<file path="src/rtl/hex_display_ctrl_if.sv">
// Avalon-MM style register bus for the hex display controller.
interface hex_display_ctrl_if;
    logic [1:0]  avs_address;
    logic        avs_write;
    logic [31:0] avs_writedata;
    logic        avs_read;
    logic [31:0] avs_readdata;

    modport master (
        output avs_address,
        output avs_write,
        output avs_writedata,
        output avs_read,
        input  avs_readdata
    );

    modport slave (
        input  avs_address,
        input  avs_write,
        input  avs_writedata,
        input  avs_read,
        output avs_readdata
    );
endinterface

</file>
<file path="src/rtl/hex_display_ctrl.sv">
// Memory-mapped multi-digit 7-segment driver with blanking, blinking and an
// optional auto-incrementing counter driven by a prescaled tick.
module hex_display_ctrl #(
    parameter int unsigned NUM_DIGITS = 6,
    parameter int unsigned TICK_DIV   = 25_000_000,
    parameter bit          ACTIVE_LOW = 1'b1
) (
    input  logic                    clk_clk,
    input  logic                    reset_reset_n,
    hex_display_ctrl_if.slave       avs,
    output logic [7*NUM_DIGITS-1:0] hex_out
);

    localparam int unsigned DW = 4 * NUM_DIGITS;
    localparam int unsigned PW = (TICK_DIV > 2) ? $clog2(TICK_DIV) : 1;
    localparam logic [PW-1:0] PRESC_MAX = PW'(TICK_DIV - 1);
    localparam logic [6:0] DARK = ACTIVE_LOW ? 7'h7F : 7'h00;

    localparam logic [1:0] ADDR_DATA  = 2'd0;
    localparam logic [1:0] ADDR_BLANK = 2'd1;
    localparam logic [1:0] ADDR_BLINK = 2'd2;
    localparam logic [1:0] ADDR_CTRL  = 2'd3;

    logic [DW-1:0]           data_q, data_d;
    logic [NUM_DIGITS-1:0]   blank_q, blank_d;
    logic [NUM_DIGITS-1:0]   blink_q, blink_d;
    logic                    en_q, en_d;
    logic                    count_q, count_d;
    logic                    phase_q, phase_d;
    logic [PW-1:0]           presc_q, presc_d;
    logic [31:0]             rdata_q, rdata_d;
    logic [7*NUM_DIGITS-1:0] hex_q, hex_d;
    logic                    tick;
    logic                    unused_wdata;

    // Upper write-data bits are unimplemented for narrow configurations.
    assign unused_wdata = ^avs.avs_writedata;

    assign tick             = en_q && (presc_q == PRESC_MAX);
    assign avs.avs_readdata = rdata_q;
    assign hex_out          = hex_q;

    // Active-high glyph, bit0 = segment a.
    function automatic logic [6:0] glyph(input logic [3:0] n);
        logic [6:0] g;
        g = 7'b0000000;
        case (n)
            4'h0: g = 7'b0111111;
            4'h1: g = 7'b0000110;
            4'h2: g = 7'b1011011;
            4'h3: g = 7'b1001111;
            4'h4: g = 7'b1100110;
            4'h5: g = 7'b1101101;
            4'h6: g = 7'b1111101;
            4'h7: g = 7'b0000111;
            4'h8: g = 7'b1111111;
            4'h9: g = 7'b1101111;
            4'hA: g = 7'b1110111;
            4'hB: g = 7'b1111100;
            4'hC: g = 7'b0111001;
            4'hD: g = 7'b1011110;
            4'hE: g = 7'b1111001;
            4'hF: g = 7'b1110001;
        endcase
        return g;
    endfunction

    // Register file, prescaler and phase next-state; bus writes beat ticks.
    always_comb begin
        data_d  = data_q;
        blank_d = blank_q;
        blink_d = blink_q;
        en_d    = en_q;
        count_d = count_q;
        phase_d = phase_q;
        presc_d = presc_q;

        if (!en_q) begin
            presc_d = '0;
        end else if (tick) begin
            presc_d = '0;
            phase_d = ~phase_q;
        end else begin
            presc_d = presc_q + 1'b1;
        end

        if (count_q && tick) begin
            data_d = data_q + DW'(1);
        end

        if (avs.avs_write) begin
            case (avs.avs_address)
                ADDR_DATA:  data_d  = avs.avs_writedata[DW-1:0];
                ADDR_BLANK: blank_d = avs.avs_writedata[NUM_DIGITS-1:0];
                ADDR_BLINK: blink_d = avs.avs_writedata[NUM_DIGITS-1:0];
                ADDR_CTRL: begin
                    en_d    = avs.avs_writedata[0];
                    count_d = avs.avs_writedata[1];
                end
            endcase
        end
    end

    // Read mux samples pre-write state, so a same-cycle write is not visible.
    always_comb begin
        rdata_d = rdata_q;
        if (avs.avs_read) begin
            rdata_d = '0;
            case (avs.avs_address)
                ADDR_DATA:  rdata_d[DW-1:0]         = data_q;
                ADDR_BLANK: rdata_d[NUM_DIGITS-1:0] = blank_q;
                ADDR_BLINK: rdata_d[NUM_DIGITS-1:0] = blink_q;
                ADDR_CTRL: begin
                    rdata_d[0] = en_q;
                    rdata_d[1] = count_q;
                    rdata_d[8] = phase_q;
                end
            endcase
        end
    end

    // Segment decode with dark override per digit.
    always_comb begin
        logic [6:0] seg;
        seg   = '0;
        hex_d = '0;
        for (int k = 0; k < NUM_DIGITS; k++) begin
            seg = glyph(data_q[4*k +: 4]);
            if (!en_q || blank_q[k] || (blink_q[k] && phase_q)) begin
                seg = '0;
            end
            hex_d[7*k +: 7] = ACTIVE_LOW ? ~seg : seg;
        end
    end

    // State registers; display resets dark.
    always_ff @(posedge clk_clk or negedge reset_reset_n) begin
        if (!reset_reset_n) begin
            data_q  <= '0;
            blank_q <= '0;
            blink_q <= '0;
            en_q    <= 1'b0;
            count_q <= 1'b0;
            phase_q <= 1'b0;
            presc_q <= '0;
            rdata_q <= '0;
            hex_q   <= {NUM_DIGITS{DARK}};
        end else begin
            data_q  <= data_d;
            blank_q <= blank_d;
            blink_q <= blink_d;
            en_q    <= en_d;
            count_q <= count_d;
            phase_q <= phase_d;
            presc_q <= presc_d;
            rdata_q <= rdata_d;
            hex_q   <= hex_d;
        end
    end

endmodule
</file>
<file path="src/flat_wrapper.sv">
// flat-port wrapper written by rule: the top's interface ports become plain ports
module hex_display_ctrl_flat 
#(
    parameter int unsigned NUM_DIGITS = 6,
    parameter int unsigned TICK_DIV   = 25_000_000,
    parameter bit          ACTIVE_LOW = 1'b1
)
  (clk_clk, reset_reset_n, hex_out, avs_avs_address, avs_avs_write, avs_avs_writedata, avs_avs_read, avs_avs_readdata);
  hex_display_ctrl_if avs_i ();
  input  logic clk_clk;
  input  logic reset_reset_n;
  output logic [7*NUM_DIGITS-1:0] hex_out;
  input wire logic [$bits(avs_i.avs_address)-1:0] avs_avs_address;
  input wire logic [$bits(avs_i.avs_write)-1:0] avs_avs_write;
  input wire logic [$bits(avs_i.avs_writedata)-1:0] avs_avs_writedata;
  input wire logic [$bits(avs_i.avs_read)-1:0] avs_avs_read;
  output wire logic [$bits(avs_i.avs_readdata)-1:0] avs_avs_readdata;
  assign avs_i.avs_address = avs_avs_address;
  assign avs_i.avs_write = avs_avs_write;
  assign avs_i.avs_writedata = avs_avs_writedata;
  assign avs_i.avs_read = avs_avs_read;
  assign avs_avs_readdata = avs_i.avs_readdata;
  hex_display_ctrl #(.NUM_DIGITS(NUM_DIGITS), .TICK_DIV(TICK_DIV), .ACTIVE_LOW(ACTIVE_LOW)) u_core (.clk_clk(clk_clk), .reset_reset_n(reset_reset_n), .avs(avs_i), .hex_out(hex_out));
endmodule
</file>
<file path="config.mk">
export PLATFORM = sky130hd
export DESIGN_NAME = hex_display_ctrl_flat
export DESIGN_NICKNAME = d
export VERILOG_FILES = /design/src/rtl/hex_display_ctrl_if.sv /design/src/rtl/hex_display_ctrl.sv /design/src/flat_wrapper.sv
export SDC_FILE = /design/constraint.sdc
export NUM_CORES = 1
export LEC_CHECK = 0
export ABC_CLOCK_PERIOD_IN_PS = 2500
export CAP_MARGIN = 20
export CORE_MARGIN = 2
export CORE_UTILIZATION = 49
export CTS_BUF_LIST = sky130_fd_sc_hd__clkbuf_4 sky130_fd_sc_hd__clkbuf_8 sky130_fd_sc_hd__clkbuf_16
export CTS_CLUSTER_DIAMETER = 120
export DETAILED_ROUTE_END_ITERATION = 7
export GPL_ROUTABILITY_DRIVEN = 0
export MAX_ROUTING_LAYER = met4
export PLACE_DENSITY = 0.81
export SLEW_MARGIN = 20
export SYNTH_ARGS = -nofsm -noshare
export SYNTH_HDL_FRONTEND = slang
export SYNTH_SLANG_ARGS = --single-unit
</file>
<file path="constraint.sdc">
create_clock -name clk_clk -period 2.5 [get_ports clk_clk]
set_clock_uncertainty 0.05 [all_clocks]
set_input_delay 0.375 -clock clk_clk [delete_from_list [all_inputs] [get_ports clk_clk]]
set_output_delay 0.375 -clock clk_clk [all_outputs]
set_load 0.02 [all_outputs]
</file>
==> results of run 1 <==
state kept, by name (all words and copies together), names as in the netlist:
signal                   count
u_core.hex_out              42
u_core.presc_q              25
u_core.avs.avs_readdata     24
u_core.data_q               24
u_core.blank_q               6
u_core.blink_q               6
u_core.count_q               1
u_core.en_q                  1
u_core.phase_q               1
cell usage in the layout (no fill, tap or decap), types with 4 or more instances in the layout:
cell type / instances
ha_1: 40
a21oi_1: 31
nor2b_1: 11
or4_1: 5
a211oi_1: 6
dfrtp_1: 88
inv_1: 41
conb_1: 8
and4_1: 4
nand2b_1: 13
clkinv_2: 5
nor2_1: 55
nand2_1: 55
buf_4: 49
nand3b_1: 6
o21ai_0: 26
o211ai_1: 42
nor3_1: 7
xnor2_1: 27
o311ai_0: 5
nand3_1: 51
and2_1: 4
nand4_1: 11
dfstp_2: 42
o21a_1: 11
mux2_2: 18
a222oi_1: 6
nor4_2: 10
and3_1: 9
xor2_1: 17
o22ai_1: 4
clkbuf_16: 17
clkdlybuf4s50_1: 94
power groups by stage:
| stage | logic (mW) | clock network [mW] | registers, mW |
|---|---|---|---|
| 2_1_floorplan | 0.937 | 0 | 2.89 |
| 3_3_place_gp | 1.80 | 0 | 2.73 |
| 3_5_place_dp | 1.84 | 0 | 2.74 |
| 4_1_cts | 1.86 | 2.50 | 2.71 |
| 5_1_grt | 2.04 | 2.59 | 2.75 |
| 6_report | 1.87 | 2.46 | 2.71 |
worst max-delay path, cell delays in order (launching register included):
cell	delay (ps)
dfrtp_1	370
or4_1	510
or4_4	510
or4_4	490
or4_1	410
a31oi_1	170
cells in the mapped netlist, drive strengths merged (5+ instances only):
master  count  area, um2
a21oi      31        155
o21ai      26        130
nand3      51        255
o211ai     42        315
xor2       17        149
dfstp      42       1100
mux2       18        203
or4         7       56.3
nand4      11       68.8
o21a       11       82.6
nor4       14       87.6
nand2      55        206
nor2b      11       68.8
nand3b      6       45.0
buf        16       93.8
nor2       55        206
xnor2      27        236
inv        41        154
clkbuf     40        150
dfrtp      88       2200
a222oi      6       60.1
nand2b     13       81.3
nor3        8       40.0
ha         40        500
and3        9       56.3
a211oi      6       45.0
o311ai      5       43.8
timing repair:
action | in CTS | in global routing
gates resized for setup | 2 | 14
pin swaps | 4 | 5
buffers inserted | 1 | 0
setup endpoints to repair | 3 | 37
per-stage QoR:
| step | instance area, um2 | TNS [ps] | setup WS, ps | hold slack [ps] |
|---|---|---|---|---|
| after global placement | 8380 | -125 | -57.6 | 397 |
| after global routing | 9070 | -449 | -171 | 79.6 |
| after floorplan | 7080 | -47.5 | -47.5 | 29.4 |
| final | 9070 | -82.8 | -82.8 | -41.1 |
| after CTS | 8990 | -102 | -80.6 | 50.5 |
| after detailed placement | 8380 | -226 | -83.9 | 402 |
area by class of cell:
cell class,instances,area (um2),share of cell area
clock buffer,22,482,0.0531
sequential,130,3310,0.364
timing repair buffer,145,1340,0.148
clock inverter,10,108,0.0119
multi-input combinational,510,3460,0.381
inverter,41,154,0.0170
tap,180,225,0.0248
metal layers:
metal  share of wire  vias to the layer above
met2            0.49                      241
li1                -                     2758
met3           0.068                       39
met4           0.024                        0
met5               0                        -
met1            0.42                     2824
cells by family after synthesis:
| logic type | Yosys count | share of synthesized area |
|---|---|---|
| and+or+nand+nor | 256 | 0.183 |
| adders and majority gates | 40 | 0.0710 |
| xor gates and xnor gates | 44 | 0.0547 |
| other | 1 | 0.000532 |
| DFF | 130 | 0.469 |
| muxes | 21 | 0.0330 |
| AOI/OAI and AO/OA | 141 | 0.132 |
| buffers and inverters | 97 | 0.0565 |
path summary, 6_finish.rpt:
kind                                        start                          end  slack, ps
worst min-delay path                reset_reset_n  u_core.avs.avs_readdata[15]        -40
worst min register to register  u_core.presc_q[0]            u_core.presc_q[0]        410
min in group clk_clk            u_core.presc_q[0]            u_core.presc_q[0]        410
worst max-delay path            u_core.presc_q[9]            u_core.data_q[15]        -80
max in group asynchronous           reset_reset_n            u_core.data_q[20]       1830
worst max register to register  u_core.presc_q[9]            u_core.data_q[15]        -80
==> summary.md, run 1 <==
| Metric | Value |
|---|---|
| Status | finished with violations |
| Violated checks | hold timing, setup timing |
| Initial antenna violation count | 0 |
| Met1 Use GR | 0.288 |
| Core Util, Final | 0.649 |
| I/O Buffers | 95 |
| Critical Path End Type | flop |
| Tcrit/Tclk final | 1.03 |
| # rows | 43 |
| Final Hold Vio Count | 15 |
| Leakage | roughly 3.8 nW |
| Root buffer cell | clkbuf_16 |
| Die height | 124 um |
| Fillcell total | 1057 |
| Clock Power Share | 0.349 |
| Global-route wire length before repair | about 26000 um |
| Clock Latency Late Sink | 420 ps |
| DRT iter0 DRCs | approximately 590 |
| Post-synth ARST share | 1.00 |
| Final wirelength | between 15000 and 20000 um |
| Routed via count | 5862 |
| First-pass iteration count of the detailed router | 6 |
| P per Cell Area | around 780 nW/um2 |
| Die W | 124 um |
| Pins Over Slew Limit | 0 |
| Fmax | 387 MHz |
| Comb pwr share | 0.265 |
| TritonCTS Sinks | 130 |
| Switch Pwr | between 2 and 2.5 mW |
| Unique masters post-synth | 46 |
| Final hold slack | -41.1 ps |
| Count of yosys warnings during synthesis | 0 |
| Routed length per placed instance | 16.2 um |
| Final worst slack | -82.8 ps |
| Finished Layout Cells | 1038 |
| R2R cell count | 5 |
| Clock Path Buffers | 2 |
| Startpoint types | flop |
| Worst EP required | ~2800 ps |
| Die area | between 15000 and 20000 um2 |
| Pin count of the biggest net entering global routing | roughly 130 |
| Worst slew margin | 0.506 |
| Routed Antenna Nets | 0 |
| GR Layer Usage met3 | 0.0476 |
| CTS buffer count | 17 |
| Post-synth EDFFs | 0 |
| Gate Count Post-Synth | 730 |
| Main synth FF type | dfrtp_1 |
| Global route overflow | 0 |
| Hpwl dp | about 11000 um |
| Mapped cell area | just over 7000 um2 |
| Initial Utilization | 0.504 |
| Arrival @ worst endpoint | 2870 ps |
| Sequential share of power | 0.385 |
| Cells after DPL | roughly 1.0k |
| DRC | 0 |
| Busiest layer in global routing | met2 |
| Fin crit period | 2580 ps |
| Setup violators final | 1 |
| RSZ-0062 raised after global routing | yes |
| Post-layout nets | 923 |
| Crit Path Max Fanout | 3 |
| Internal power | between 4 and 5 mW |
| CTS Hold Bufs | 0 |
| ANT cells | 0 |
| CTS tree | yes |
| Sw Share | 0.307 |
| VDD IR max | 530 uV |
| Area grow syn2layout | 28.8% |
| Slew @ Worst Pin | around 740 ps |
| CTS H-tree depth | 4 |
| Power Total | approximately 7 mW |
| Hold Path Class | in2async |
| Setup CP Type | reg2reg |
| Core area | 14000 um2 |
| Vias per std cell | 5.65 |
| Share of layout cells above drive strength 1 | 0.188 |
| Syn Area/Cell | 9.65 um2 |
| Post-synthesis sequential area ratio | 0.469 |
| Met2 usage | 0.369 |
| Max Cap Violations | 0 |
| Vias in the first global route | 5499 |
| GRT Util Overall | 0.231 |
| Clk slew on worst S/H paths | around 60 ps |
| #FFs+latches synth | 130 |
| Top Ports | 112 |
(Power assumes the default switching activity.)
==> run 2: changes to the inputs <==
--- a/config.mk
+++ b/config.mk
@@ -7,8 +7,10 @@
 export LEC_CHECK = 0
 export ABC_CLOCK_PERIOD_IN_PS = 2500
 export CAP_MARGIN = 20
+export CELL_PAD_IN_SITES_DETAIL_PLACEMENT = 1
+export CELL_PAD_IN_SITES_GLOBAL_PLACEMENT = 1
 export CORE_MARGIN = 2
-export CORE_UTILIZATION = 49
+export CORE_UTILIZATION = 38
 export CTS_BUF_LIST = sky130_fd_sc_hd__clkbuf_4 sky130_fd_sc_hd__clkbuf_8 sky130_fd_sc_hd__clkbuf_16
 export CTS_CLUSTER_DIAMETER = 120
 export DETAILED_ROUTE_END_ITERATION = 7
==> run 2 against run 1 <==
Effect of this change: the flow finishes with violations (DRC, setup timing); highest routed layer unchanged; sequential share of layout area shrank 0.57 points; largest cell class unchanged; largest power group unchanged; clock power rose by 6%; worst hold slack improved by 450 ps.
==> summary.md, run 2 (synthesis results as in run 1) <==
| Metric | Value |
|---|---|
| Status | finished with violations |
| Violated checks | DRC, setup timing |
| Top Ports | 112 (unchanged) |
| Worst r2r src | u_core.presc_q[8] |
| Die area | 19600 um2 (+28%) |
| Initial Utilization | 0.389 (-0.114) |
| Power Total | 7.29 mW (+3.4%) |
| # rows | 49 (+14%) |
| Startpoint types | flop |
| Setup violators final | 1 (unchanged) |
| WHS Endpoint | u_core.presc_q[0] |
| Critical Path End Type | flop |
| First-pass iteration count of the detailed router | 8 (+2) |
| Most frequent cells in the layout | clkdlybuf4s50_1, dfrtp_1, nor2_1, nand2_1, nand3_1 |
| Clock Path Buffers | 2 (unchanged) |
| Die height | 140 um (+13%) |
| Hold path cells | 1 |
| Hold Path Class | reg2reg |
| Vias in the first global route | 6126 (+11%) |
| Slew @ Worst Pin | 707 ps (-33.9 ps) |
| Pins Over Slew Limit | 0 (unchanged) |
| Pin count of the biggest net entering global routing | 49 (-63%) |
| Hold Crit Start | u_core.presc_q[0] |
| I/O Buffers | 95 (unchanged) |
| Routed via count | 5861 (-0.017%) |
| R2R cell count | 5 (unchanged) |
| Leakage | 3.85 nW (+1.3%) |
| Worst slew margin | 0.525 (+0.0190) |
| Final worst slack | -107 ps (-24.5 ps) |
| Final Hold Vio Count | 0 (-15) |
| Global route overflow | 0 (unchanged) |
| Fin crit period | 2610 ps (+24.5 ps) |
| DRC | 13 (+13) |
| DRT iter0 DRCs | 292 (-50%) |
| Clk slew on worst S/H paths | 50 ps (about the same) |
| Commonest non-fill, non-tap cell in the layout | clkdlybuf4s50_1 |
| Tcrit/Tclk final | 1.04 (+0.00982) |
| Vias per std cell | 5.39 (-4.6%) |
| GRT Util Overall | 0.216 (-0.0147) |
| Hpwl dp | 13400 um (+19%) |
| Core area | 18100 um2 (+29%) |
| Final hold slack | 410 ps (+451 ps) |
| Max Cap Violations | 0 (unchanged) |
| Share of layout cells above drive strength 1 | 0.188 (unchanged) |
| RSZ-0062 raised after global routing | yes |
| Total setup buffers inserted after CTS | 0 (-1) |
| Worst EP required | 2800 ps (about the same) |
| CTS tree | yes |
| Routed Antenna Nets | 0 (unchanged) |
| Arrival @ worst endpoint | 2900 ps (+30 ps) |
| CTS buffer count | 17 (unchanged) |
| Reg-to-Reg End | u_core.data_q[15] |
| Area grow syn2layout | 30.9% |
| Post-layout nets | 923 (unchanged) |
| R2r setup slk | -110 ps (-20 ps) |
| P per Cell Area | 790 nW/um2 (+1.8%) |
| CTS H-tree depth | 4 (unchanged) |
| Fmax | 384 MHz (-0.94%) |
| Clock Latency Late Sink | 430 ps (about the same) |
| Global-route wire length before repair | 32400 um (+22%) |
| VDD IR max | 490 uV (-7.6%) |
| Die W | 140 um (+13%) |
| Routed length per placed instance | 18.5 um (+15%) |
| Max FFs per register | 42 (unchanged) |
| Setup CP Type | reg2reg |
| Initial antenna violation count | 1 (+1) |
| Crit Path Max Fanout | 4 (+1) |
| Root buffer cell | clkbuf_16 |
| TritonCTS Sinks | 130 (unchanged) |
| Final wirelength | 20200 um (+20%) |
## run 2: worst max path at each step
stage                            start                end  slack, ps  cells past startpoint
global placement    u_core.presc_q[15]  u_core.data_q[15]       -100                      5
global route         u_core.presc_q[8]  u_core.data_q[15]       -180                      5
finish               u_core.presc_q[8]  u_core.data_q[15]       -110                      5
detailed placement   u_core.presc_q[9]  u_core.data_q[15]       -110                      5
CTS                  u_core.presc_q[8]  u_core.data_q[15]       -120                      5
floorplan           u_core.presc_q[15]  u_core.data_q[15]        -50                      5
## run 2: area by class of cell
type                       count  area, um2
tap                          229        287
timing repair buffer         145       1360
multi-input combinational    510       3490
fill                        2024       8870
clock inverter                 9        129
inverter                      41        154
antenna                        1       2.50
sequential                   130       3310
clock buffer                  23        489
## run 2: metal layers
| layer | vias up | global-route usage | routed length, um |
|---|---|---|---|
| li1 | 2770 | - | - |
| met1 | 2958 | 0.264 | 8980 |
| met2 | 105 | 0.359 | 10200 |
| met3 | 28 | 0.0441 | 586 |
| met4 | 0 | 0.0728 | 373 |
| met5 | - | - | 0 |
## run 2: critical path, cell delays in order (launching register included)
cell     delay (ps)
dfrtp_1         380
or4b_1          530
or4_4           530
or4_4           500
or4_1           410
a31oi_1         140
## run 2: power breakdown
group / switching (mW) / internal [mW]
Sequential: 0.236 / 2.48
Combinational: 1.11 / 0.863
Clock: 0.927 / 1.67
Total: 2.27 / 5.02
## run 2: what timing repair did
| action | 4_1_cts | 5_1_grt |
|---|---|---|
| endpoints found under the hold margin | 14 | 0 |
| pin swaps | 4 | 1 |
| setup endpoints to repair | 3 | 36 |
| gates resized for setup | 3 | 15 |
| hold buffers | 1 | 0 |
## run 2: through the flow
| step | cell area [um2] | utilization | std cells | setup WS [ps] | setup TNS (ps) |
|---|---|---|---|---|---|
| 6_report | 9220 | 0.510 | 1088 | -107 | -107 |
| 5_1_grt | 9220 | 0.510 | 1088 | -177 | -416 |
| 4_1_cts | 9120 | 0.504 | 1087 | -117 | -123 |
| 3_5_place_dp | 8470 | 0.468 | 1054 | -110 | -110 |
| 3_3_place_gp | 8470 | 0.468 | 1054 | -97.0 | -97.0 |
| 2_1_floorplan | 7080 | - | 737 | -47.5 | -47.5 |
==> run 3: changes to the inputs <==
--- a/config.mk
+++ b/config.mk
@@ -5,10 +5,10 @@
 export SDC_FILE = /design/constraint.sdc
 export NUM_CORES = 1
 export LEC_CHECK = 0
-export ABC_CLOCK_PERIOD_IN_PS = 2500
 export CAP_MARGIN = 20
 export CELL_PAD_IN_SITES_DETAIL_PLACEMENT = 1
 export CELL_PAD_IN_SITES_GLOBAL_PLACEMENT = 1
+export CORE_ASPECT_RATIO = 1.5
 export CORE_MARGIN = 2
 export CORE_UTILIZATION = 38
 export CTS_BUF_LIST = sky130_fd_sc_hd__clkbuf_4 sky130_fd_sc_hd__clkbuf_8 sky130_fd_sc_hd__clkbuf_16
==> run 3 against run 2 <==
Effect of this change: the flow finishes with violations (hold timing, setup timing); critical path depth stayed put; register-to-register slack worse by 50 ps; combinational power hardly changed; via count is 1.9% higher; non-clock buffer count is 1 higher; die area is 0.12% higher; setup slack worse by 48 ps; maximum frequency is 1.8% lower; design area is 1.2% higher; sequential cell count stayed put; worst hold slack worse by 430 ps; clock power is 11% higher.
==> summary.md, run 3 (synthesis results as in run 1) <==
| Metric | Value |
|---|---|
| Arrival @ worst endpoint | 2930 ps (+30 ps) |
| VDD IR max | 363 uV (-26%) |
| Area grow syn2layout | 32.4% |
| Most frequent cells in the layout | clkdlybuf4s50_1, dfrtp_1, nor2_1, nand2_1, nand3_1 |
| CTS tree | yes |
| Top Ports | 112 (unchanged) |
| P per Cell Area | 810 nW/um2 (+2.5%) |
| Critical Path End Type | flop |
| Tcrit/Tclk final | 1.06 (+0.0193) |
| Core area | 18400 um2 (+1.7%) |
| Commonest non-fill, non-tap cell in the layout | clkdlybuf4s50_1 |
| CTS buffer count | 17 (unchanged) |
| First-pass iteration count of the detailed router | 7 (-1) |
| CTS H-tree depth | 4 (unchanged) |
| Fmax | 377 MHz (-1.8%) |
| Die height | 171 um (+22%) |
| R2R cell count | 5 (unchanged) |
| Core Util, Final | 0.507 (-0.00254) |
| I/O Buffers | 95 (unchanged) |
| Slew @ Worst Pin | 742 ps (+34.5 ps) |
| Final worst slack | -156 ps (-48.2 ps) |
| Pins Over Slew Limit | 0 (unchanged) |
| Post-layout nets | 924 (+0.11%) |
| Initial antenna violation count | 0 (-1) |
| Vias in the first global route | 6409 (+4.6%) |
| Cells after DPL | 1076 (+2.1%) |
| Crit path to | u_core.data_q[15] |
| Die W | 115 um (-18%) |
| Fin crit period | 2660 ps (+48.2 ps) |
| Hold Path Class | in2async |
| Status | finished with violations |
| Worst r2r src | u_core.presc_q[15] |
| Beginning of the critical path | u_core.presc_q[15] |
| Worst slew margin | 0.506 (-0.0194) |
| Vias per std cell | 5.38 (-0.18%) |
| Clock Latency Late Sink | 420 ps (about the same) |
| Hpwl dp | 13800 um (+2.9%) |
| RSZ-0062 raised after global routing | yes |
| Routed length per placed instance | 18.6 um (+0.23%) |
| TritonCTS Sinks | 130 (unchanged) |
| Global-route wire length before repair | 32900 um (+1.6%) |
| Routed via count | 5974 (+1.9%) |
| R2r setup slk | -160 ps (-50 ps) |
| GRT Util Overall | 0.221 (+0.00475) |
| DRC | 0 (-13) |
| Clk slew on worst S/H paths | 60 ps (about the same) |
| Sequential cell area | 3310 um2 (unchanged) |
| Root buffer cell | clkbuf_16 |
| Final Hold Vio Count | 1 (+1) |
| Violated checks | hold timing, setup timing |
| Worst EP required | 2780 ps (-20 ps) |
| Global route overflow | 0 (unchanged) |
| Die area | 19700 um2 (+0.12%) |
| Setup violators final | 3 (+2) |
| Startpoint types | flop |
| ANT cells | 0 (-1) |
| Reg-to-Reg End | u_core.data_q[15] |
| Initial Utilization | 0.383 (-0.00652) |
| # rows | 61 (+24%) |
| Finished Layout Cells | 1111 (+2.1%) |
| Share of layout cells above drive strength 1 | 0.184 (-0.00371) |
| Final hold slack | -23.3 ps (-433 ps) |
| Setup CP Type | reg2reg |
| Max FFs per register | 42 (unchanged) |
| Clock Path Buffers | 2 (unchanged) |
| Final wirelength | 20700 um (+2.4%) |
| Leakage | 3.94 nW (+2.2%) |
| Max Cap Violations | 0 (unchanged) |
| Routed Antenna Nets | 0 (unchanged) |
| Crit Path Max Fanout | 3 (-1) |
| Area occupied by multi-input gates | 3480 um2 (-0.22%) |
| Pin count of the biggest net entering global routing | 131 (+170%) |
| DRT iter0 DRCs | 389 (+33%) |
| Fillcell total | 2017 (-0.35%) |
[run 3: timing repair]
action,4_1_cts,5_1_grt
endpoints found under the setup margin,26,23
hold buffers,0,0
cloned,0,0
gates resized for setup,4,14
setup buffers,1,2
pin swaps,3,10
[run 3: worst max-delay path, stage by stage (launching register included)]
cell	delay [ps]
dfrtp_1	370
or4_1	520
or4_4	510
or4_4	500
or4_1	420
a31oi_1	190
[run 3: area by class of cell]
| class | instances | share of cell area |
|---|---|---|
| multi-input cells | 510 | 0.373 |
| clock buffers | 19 | 0.0486 |
| flip-flops and latches | 130 | 0.354 |
| clock inverters | 13 | 0.0248 |
| inverters | 41 | 0.0165 |
| well taps | 252 | 0.0338 |
| repair buffers | 146 | 0.149 |
[run 3: layer usage]
metal / wire length [um] / vias up / global-route usage / part of all wire
met5: 0 / - / - / 0
met3: 647 / 44 / 0.0344 / 0.031
met4: 545 / 0 / 0.0922 / 0.026
met1: 7730 / 3027 / 0.232 / 0.37
li1: - / 2767 / - / -
met2: 11700 / 136 / 0.406 / 0.57
[run 3: how the worst min path moves through the flow]
| stage | startpoint | end | slack [ps] | cells after the start |
|---|---|---|---|---|
| after global placement | u_core.presc_q[0] | u_core.presc_q[0] | 390 | 1 |
| after floorplan | reset_reset_n | u_core.avs.avs_readdata[0] | 30 | 0 |
| after global routing | reset_reset_n | u_core.avs.avs_readdata[19] | 20 | 2 |
| after CTS | reset_reset_n | u_core.avs.avs_readdata[19] | 40 | 2 |
| after detailed placement | u_core.presc_q[0] | u_core.presc_q[0] | 410 | 1 |
| final | reset_reset_n | u_core.avs.avs_readdata[19] | -20 | 2 |
[run 3: where the power goes]
group	leakage (nW)	internal, mW	switching [mW]
logic	2.06	0.855	1.10
registers	1.54	2.48	0.241
clock network	0.329	1.92	0.955
[run 3: metrics by stage]
stage | instance area [um2] | power, mW | TNS, ps | hold slack, ps | setup slack (ps)
after global routing | 9330 | 7.90 | -444 | 24.6 | -172
after global placement | 8500 | 4.60 | -88.9 | 394 | -88.9
after floorplan | 7080 | 3.83 | -47.5 | 29.4 | -47.5
after detailed placement | 8500 | 4.67 | -164 | 406 | -164
final | 9330 | 7.56 | -317 | -23.3 | -156
after CTS | 9220 | 7.61 | -327 | 45.0 | -168
==> RTL edit 1 (config.mk and constraints of run 3) <==
Register the output `hex_out` once more, with the module's reset; this adds one clock of latency there. The other outputs are not delayed to match.
--- a/src/rtl/hex_display_ctrl.sv
+++ b/src/rtl/hex_display_ctrl.sv
@@ -38,7 +38,13 @@
 
     assign tick             = en_q && (presc_q == PRESC_MAX);
     assign avs.avs_readdata = rdata_q;
-    assign hex_out          = hex_q;
+    always_ff @(posedge clk_clk or negedge reset_reset_n) begin
+        if (!reset_reset_n) begin
+            hex_out <= '0;
+        end else begin
+            hex_out <= hex_q;
+        end
+    end
 
     // Active-high glyph, bit0 = segment a.
     function automatic logic [6:0] glyph(input logic [3:0] n);
Formal check against the unedited RTL: not equivalent (Yosys sat finds a counterexample within 4 cycles, from zero or initial values and one cycle with reset_reset_n low).
==> RTL edit 1 against run 3 <==
Sequential power grew 33%. Fmax grew 17%. Total power grew 5.9%. Combinational power shrank 3%. Core utilization shrank 3.4 points. Cell area grew 9.2%. Sequential cell count grew 42. Routed wire length grew 4.5%. Synthesized area grew 18%. Final cell count grew 4.4%. Clock power shrank 14%. Worst setup slack gained 0.39 ns. Critical endpoint is now u_core.data_q[17]. Largest cell class is now registers.
==> RTL edit 1: results (changes against run 3) <==
[metrics] global-route total usage across every layer: 19.8% (-2.3 points)
[metrics] leakage power: 0.00412 µW (+4.5%)
[metrics] multiplexer area fraction after synthesis: 2.92% (-0.38 points)
[metrics] Slew @ Worst Pin: 0.642 ns (-0.0996 ns)
[metrics] delay of the slowest cell on the worst path: 0.44 ns (-0.08 ns)
[metrics] wire length of the first global-routing pass: 35100 µm (+6.5%)
[metrics] Compound-Gate Fraction of Synth Area: 10.9% (-2.3 points)
[metrics] reported net switching power: 2520 µW (+9.6%)
[metrics] initial antenna violation count: 1 (+1)
[metrics] proportion of synthesized chip area in sequential cells: 52.5% (+5.6 points)
[metrics] Total Nets Final: 952 (+3.0%)
[metrics] most frequent cells after synthesis: 130 x dfrtp_1, 58 x nor2_1, 53 x nand2_1, 49 x nand3_1
[metrics] leading post-synthesis cells by cell area: dfrtp_1 39%, dfstp_2 13%, ha_1 6.0%
[metrics] result of the run: completed
[metrics] worst min-delay path class: reg -> reg
[metrics] critical-path maximum fanout: 13 (+10)
[metrics] fraction of final layout cells with drive strength greater than 1: 16.2% (-2.2 points)
[metrics] DRC violation total after the first TritonRoute iteration: 360 (-7.5%)
[metrics] Post-CTS Setup Bufs: 0 (-1)
[metrics] Critical R2R Capture: u_core.data_q[17]
[metrics] sum of met3 wire segment lengths after detailed routing: 630 µm (-2.6%)
[metrics] post-place setup slack: 0.248 ns (+0.412 ns)
[metrics] cell with the largest stage delay on the worst path: dfrtp_1
[metrics] met3 Use GR: 2.89% (-0.55 points)
[metrics] Synth Area in XOR/XNOR: 4.75% (-0.72 points)
[metrics] HPWL reported at the end of detailed placement: 15100 µm (+9.0%)
[metrics] wl on met1: 8640 µm (+12%)
[metrics] pin count of the biggest net entering global routing: 58 (-56%)
[metrics] sequential-cell power consumption: 3610 µW (+33%)
[RTL edit 1: stage by stage]
step           hold slack, ns  utilization (%)  instances  total power, µW
2_1_floorplan          0.0294                -        783             4680
3_3_place_gp            0.324             44.7       1126             5470
3_5_place_dp            0.331             44.7       1126             5550
4_1_cts                 0.337             47.3       1159             8080
5_1_grt                 0.339             47.3       1160             8390
6_report                0.337             47.3       1160             8000
[RTL edit 1: area by class of cell]
class | count | area (µm²) | area share, %
Antenna cell | 1 | 2.50 | 0.0246
Timing Repair Buffer | 127 | 1240 | 12.2
Sequential cell | 172 | 4360 | 42.8
Inverter | 42 | 158 | 1.55
Clock inverter | 11 | 85.1 | 0.835
Tap cell | 272 | 340 | 3.34
Clock buffer | 21 | 468 | 4.59
Multi-Input combinational cell | 514 | 3540 | 34.7
[RTL edit 1: repair_timing]
action | 4_1_cts | 5_1_grt
hold buffers | 1 | 0
gates resized for setup | 0 | 0
hold endpoints to repair | 37 | 0
==> RTL edit 2 (settings of run 3) <==
Without the edit above. `ACTIVE_LOW` is set to 1'b1 in 2 places; all go to 1'b0.
--- a/src/rtl/hex_display_ctrl.sv
+++ b/src/rtl/hex_display_ctrl.sv
@@ -3,7 +3,7 @@
 module hex_display_ctrl #(
     parameter int unsigned NUM_DIGITS = 6,
     parameter int unsigned TICK_DIV   = 25_000_000,
-    parameter bit          ACTIVE_LOW = 1'b1
+    parameter bit          ACTIVE_LOW = 1'b0
 ) (
     input  logic                    clk_clk,
     input  logic                    reset_reset_n,
--- a/src/flat_wrapper.sv
+++ b/src/flat_wrapper.sv
@@ -3,7 +3,7 @@
 #(
     parameter int unsigned NUM_DIGITS = 6,
     parameter int unsigned TICK_DIV   = 25_000_000,
-    parameter bit          ACTIVE_LOW = 1'b1
+    parameter bit          ACTIVE_LOW = 1'b0
 )
   (clk_clk, reset_reset_n, hex_out, avs_avs_address, avs_avs_write, avs_avs_writedata, avs_avs_read, avs_avs_readdata);
   hex_display_ctrl_if avs_i ();
Check against the original RTL: not equivalent (a bounded check fails within 4 cycles, from zero or initial values and one cycle with reset_reset_n low).
==> RTL edit 2 against run 3 <==
Cell area down 5.6%. Routed wire length down 6.3%. Worst setup slack better by 0.30 ns. Synthesized cell count down 0.27%. Count of clock-buffer cells in the layout up 6. First-iteration DRC count up 1.3%. Total power down 8.2%. Synthesized area down 0.85%. Sequential cell count unchanged. Largest cell class unchanged.
==> RTL edit 2: results (changes against run 3) <==
[metrics] number of buffers on the longest clock path: 2 (unchanged)
[metrics] leakage power: 0.00381 µW (-3.3%)
[metrics] CP arrival: 2.65 ns (-0.28 ns)
[metrics] global-route total usage across every layer: 21.5% (-0.61 points)
[metrics] launch point of the worst path: u_core.presc_q[0]
[metrics] post-synthesis async set-or-reset flop share: 100% (unchanged)
[metrics] HPWL reported at the end of detailed placement: 13700 µm (-1.2%)
[metrics] cell with the largest stage delay on the worst path: or4b_1
[metrics] DRC violation total after the first TritonRoute iteration: 394 (+1.3%)
[metrics] delay of the slowest cell on the worst path: 0.55 ns (+0.03 ns)
[metrics] number of antenna cells inserted: 0 (unchanged)
[metrics] number of port buffers: 95 (unchanged)
[metrics] pin count of the biggest net entering global routing: 54 (-59%)
[metrics] worst min-delay path class: reg -> reg
[metrics] via count of the first global-routing pass: 6140 (-4.2%)
[metrics] WL per Instance: 18.4 µm (-0.99%)
[metrics] Main synth FF type: dfrtp_1
[metrics] R2R Setup Slk: 0.14 ns (+0.30 ns)
[metrics] distinct cell type count of the synthesized netlist: 48 (+4.3%)
[metrics] critical-path maximum fanout: 11 (+8)
[metrics] maximum level of the CTS H-tree: 4 (unchanged)
[metrics] filler-free cell count of the finished design: 1051 (-5.4%)
[metrics] Post-CTS Setup Bufs: 0 (-1)
[metrics] share of total power consumed by net switching: 31.7% (+1.3 points)
[metrics] number of optimization iterations in the first detailed-route pass: 5 (-2)
[metrics] fraction of final layout cells with drive strength greater than 1: 10.8% (-7.6 points)
[metrics] Peak VDD IR: 0.310 mV (-15%)
[metrics] Top Layer Used: met4
[metrics] clock latency reported for the late side of the worst-skew pair: about 0.43 ns
[metrics] mean instance size in the synthesized netlist: 9.59 µm² (-0.58%)
[metrics] Critical R2R Capture: u_core.data_q[17]
[metrics] wire length of the first global-routing pass: 31500 µm (-4.1%)
[metrics] leading post-synthesis cells by cell area: dfrtp_1 47%, ha_1 6.6%, nor2_1 5.1%
[metrics] proportion of synthesized chip area in sequential cells: 46.6% (-0.35 points)
[metrics] headroom to the max-slew limit: 50.2% (-0.32 points)
[metrics] Fill cells: 1997 (-0.99%)
[metrics] Yosys warnings: 0 (unchanged)
[metrics] result of the run: completed
[metrics] met2 wire len: 10600 µm (-9.4%)
[metrics] clock transition at the register clock pins on the worst setup and hold paths after CTS: 0.05 ns
[metrics] via density per instance: 5.50 (+2.3%)
[metrics] Total Nets Final: 898 (-2.8%)
[metrics] initial antenna violation count: 0 (unchanged)
[metrics] worst hold stages: 1
[metrics] number of CTS-inserted buffers: 17 (unchanged)
[metrics] logic depth of the worst register-to-register path: 6 (+1)
[metrics] most frequent cells after synthesis: 130 x dfrtp_1, 94 x nor2_1, 52 x inv_1, 42 x nand2_1, 38 x nand3_1
[metrics] sum of met3 wire segment lengths after detailed routing: 643 µm (-0.62%)
[metrics] kind of critical path: reg -> reg
[metrics] cell at the root of the clock tree: clkbuf_16
[metrics] count of placed standard cells including taps: 1020 (-5.2%)
[metrics] wl on met1: 7550 µm (-2.3%)
[metrics] max reg flops: 42 (unchanged)
[RTL edit 2: cell types whose count changed in the layout (fill, tap and decap cells not counted), moves of 11 or more]
cell      change
dfrtp_1      +42
dfstp_2      -42
o211ai_1     -42
nor2_1       +39
buf_4        -20
nor3_1       +16
nand2_1      -13
nand3_1      -13
a211oi_1     +12
a221oi_1     +12
nand2b_1     -12
inv_1        +11
o21a_1       -11
[RTL edit 2: kinds of logic (layout without fill, tap and decap cells)]
| kind of cell | count (synthesis) | count (layout) | synth area share (%) |
|---|---|---|---|
| other cells | 1 | 8 | 0.0537 |
| fa+ha+maj | 37 | 37 | 6.63 |
| flops | 130 | 130 | 46.6 |
| buf+inv | 107 | 206 | 6.36 |
| compound gates | 116 | 116 | 11.0 |
| xor+xnor | 40 | 40 | 5.02 |
| simple gates | 266 | 266 | 18.6 |
| mux | 31 | 31 | 5.82 |
[RTL edit 2: final cells by class]
type                       instances  share of cell area, %
multi-input combinational        498                   37.6
sequential                       130                   37.0
timing repair buffer             124                   13.7
clock buffer                      25                   5.80
tap                              217                   3.08
inverter                          52                   2.22
clock inverter                     5                  0.597
[RTL edit 2: through the flow]
stage,hold slack (ns),cell area (µm²),worst slack [ns]
detailed placement,0.352,8230,0.143
floorplan,0.0294,7010,0.417
global placement,0.349,8230,0.240
finish,0.421,8800,0.145
CTS,0.421,8800,0.124
global route,0.444,8800,0.00551
[RTL edit 2: worst min path at each step]
stage                            endpoint  slack [ns]               from
2_1_floorplan  u_core.avs.avs_readdata[0]        0.03      reset_reset_n
3_3_place_gp           u_core.hex_out[37]        0.35      reset_reset_n
3_5_place_dp           u_core.hex_out[37]        0.35      reset_reset_n
4_1_cts                 u_core.presc_q[0]        0.42  u_core.presc_q[0]
5_1_grt                 u_core.presc_q[0]        0.44  u_core.presc_q[0]
6_report                u_core.presc_q[0]        0.42  u_core.presc_q[0]
[RTL edit 2: what timing repair did]
item / CTS / global route
setup endpoints to repair: 0 / 0
resized for setup: 0 / 0
endpoints found under the hold margin: 33 / 0
hold buffers: 1 / 0
[RTL edit 2: critical path: cells and delay by family, from the launching register on]
| family | cells | cell delay (ns) |
|---|---|---|
| adders and majority gates | 1 | 0.29 |
| AOI/OAI and AO/OA | 1 | 0.17 |
| and+or+nand+nor | 4 | 1.39 |
| DFF | 1 | 0.37 |
[RTL edit 2: power groups by stage]
stage	logic [µW]	clock network, µW	registers [µW]
finish	1900	2400	2640
global route	2070	2540	2680
CTS	1910	2440	2640
detailed placement	1890	0	2680
global placement	1830	0	2660
floorplan	950	0	2800
[RTL edit 2: layer usage]
metal  vias up  global-route usage [%]
met1      2912                    22.7
met4         0                    8.43
met2       121                    38.8
met3        36                    4.59
met5         -                       -
li1       2715                       -
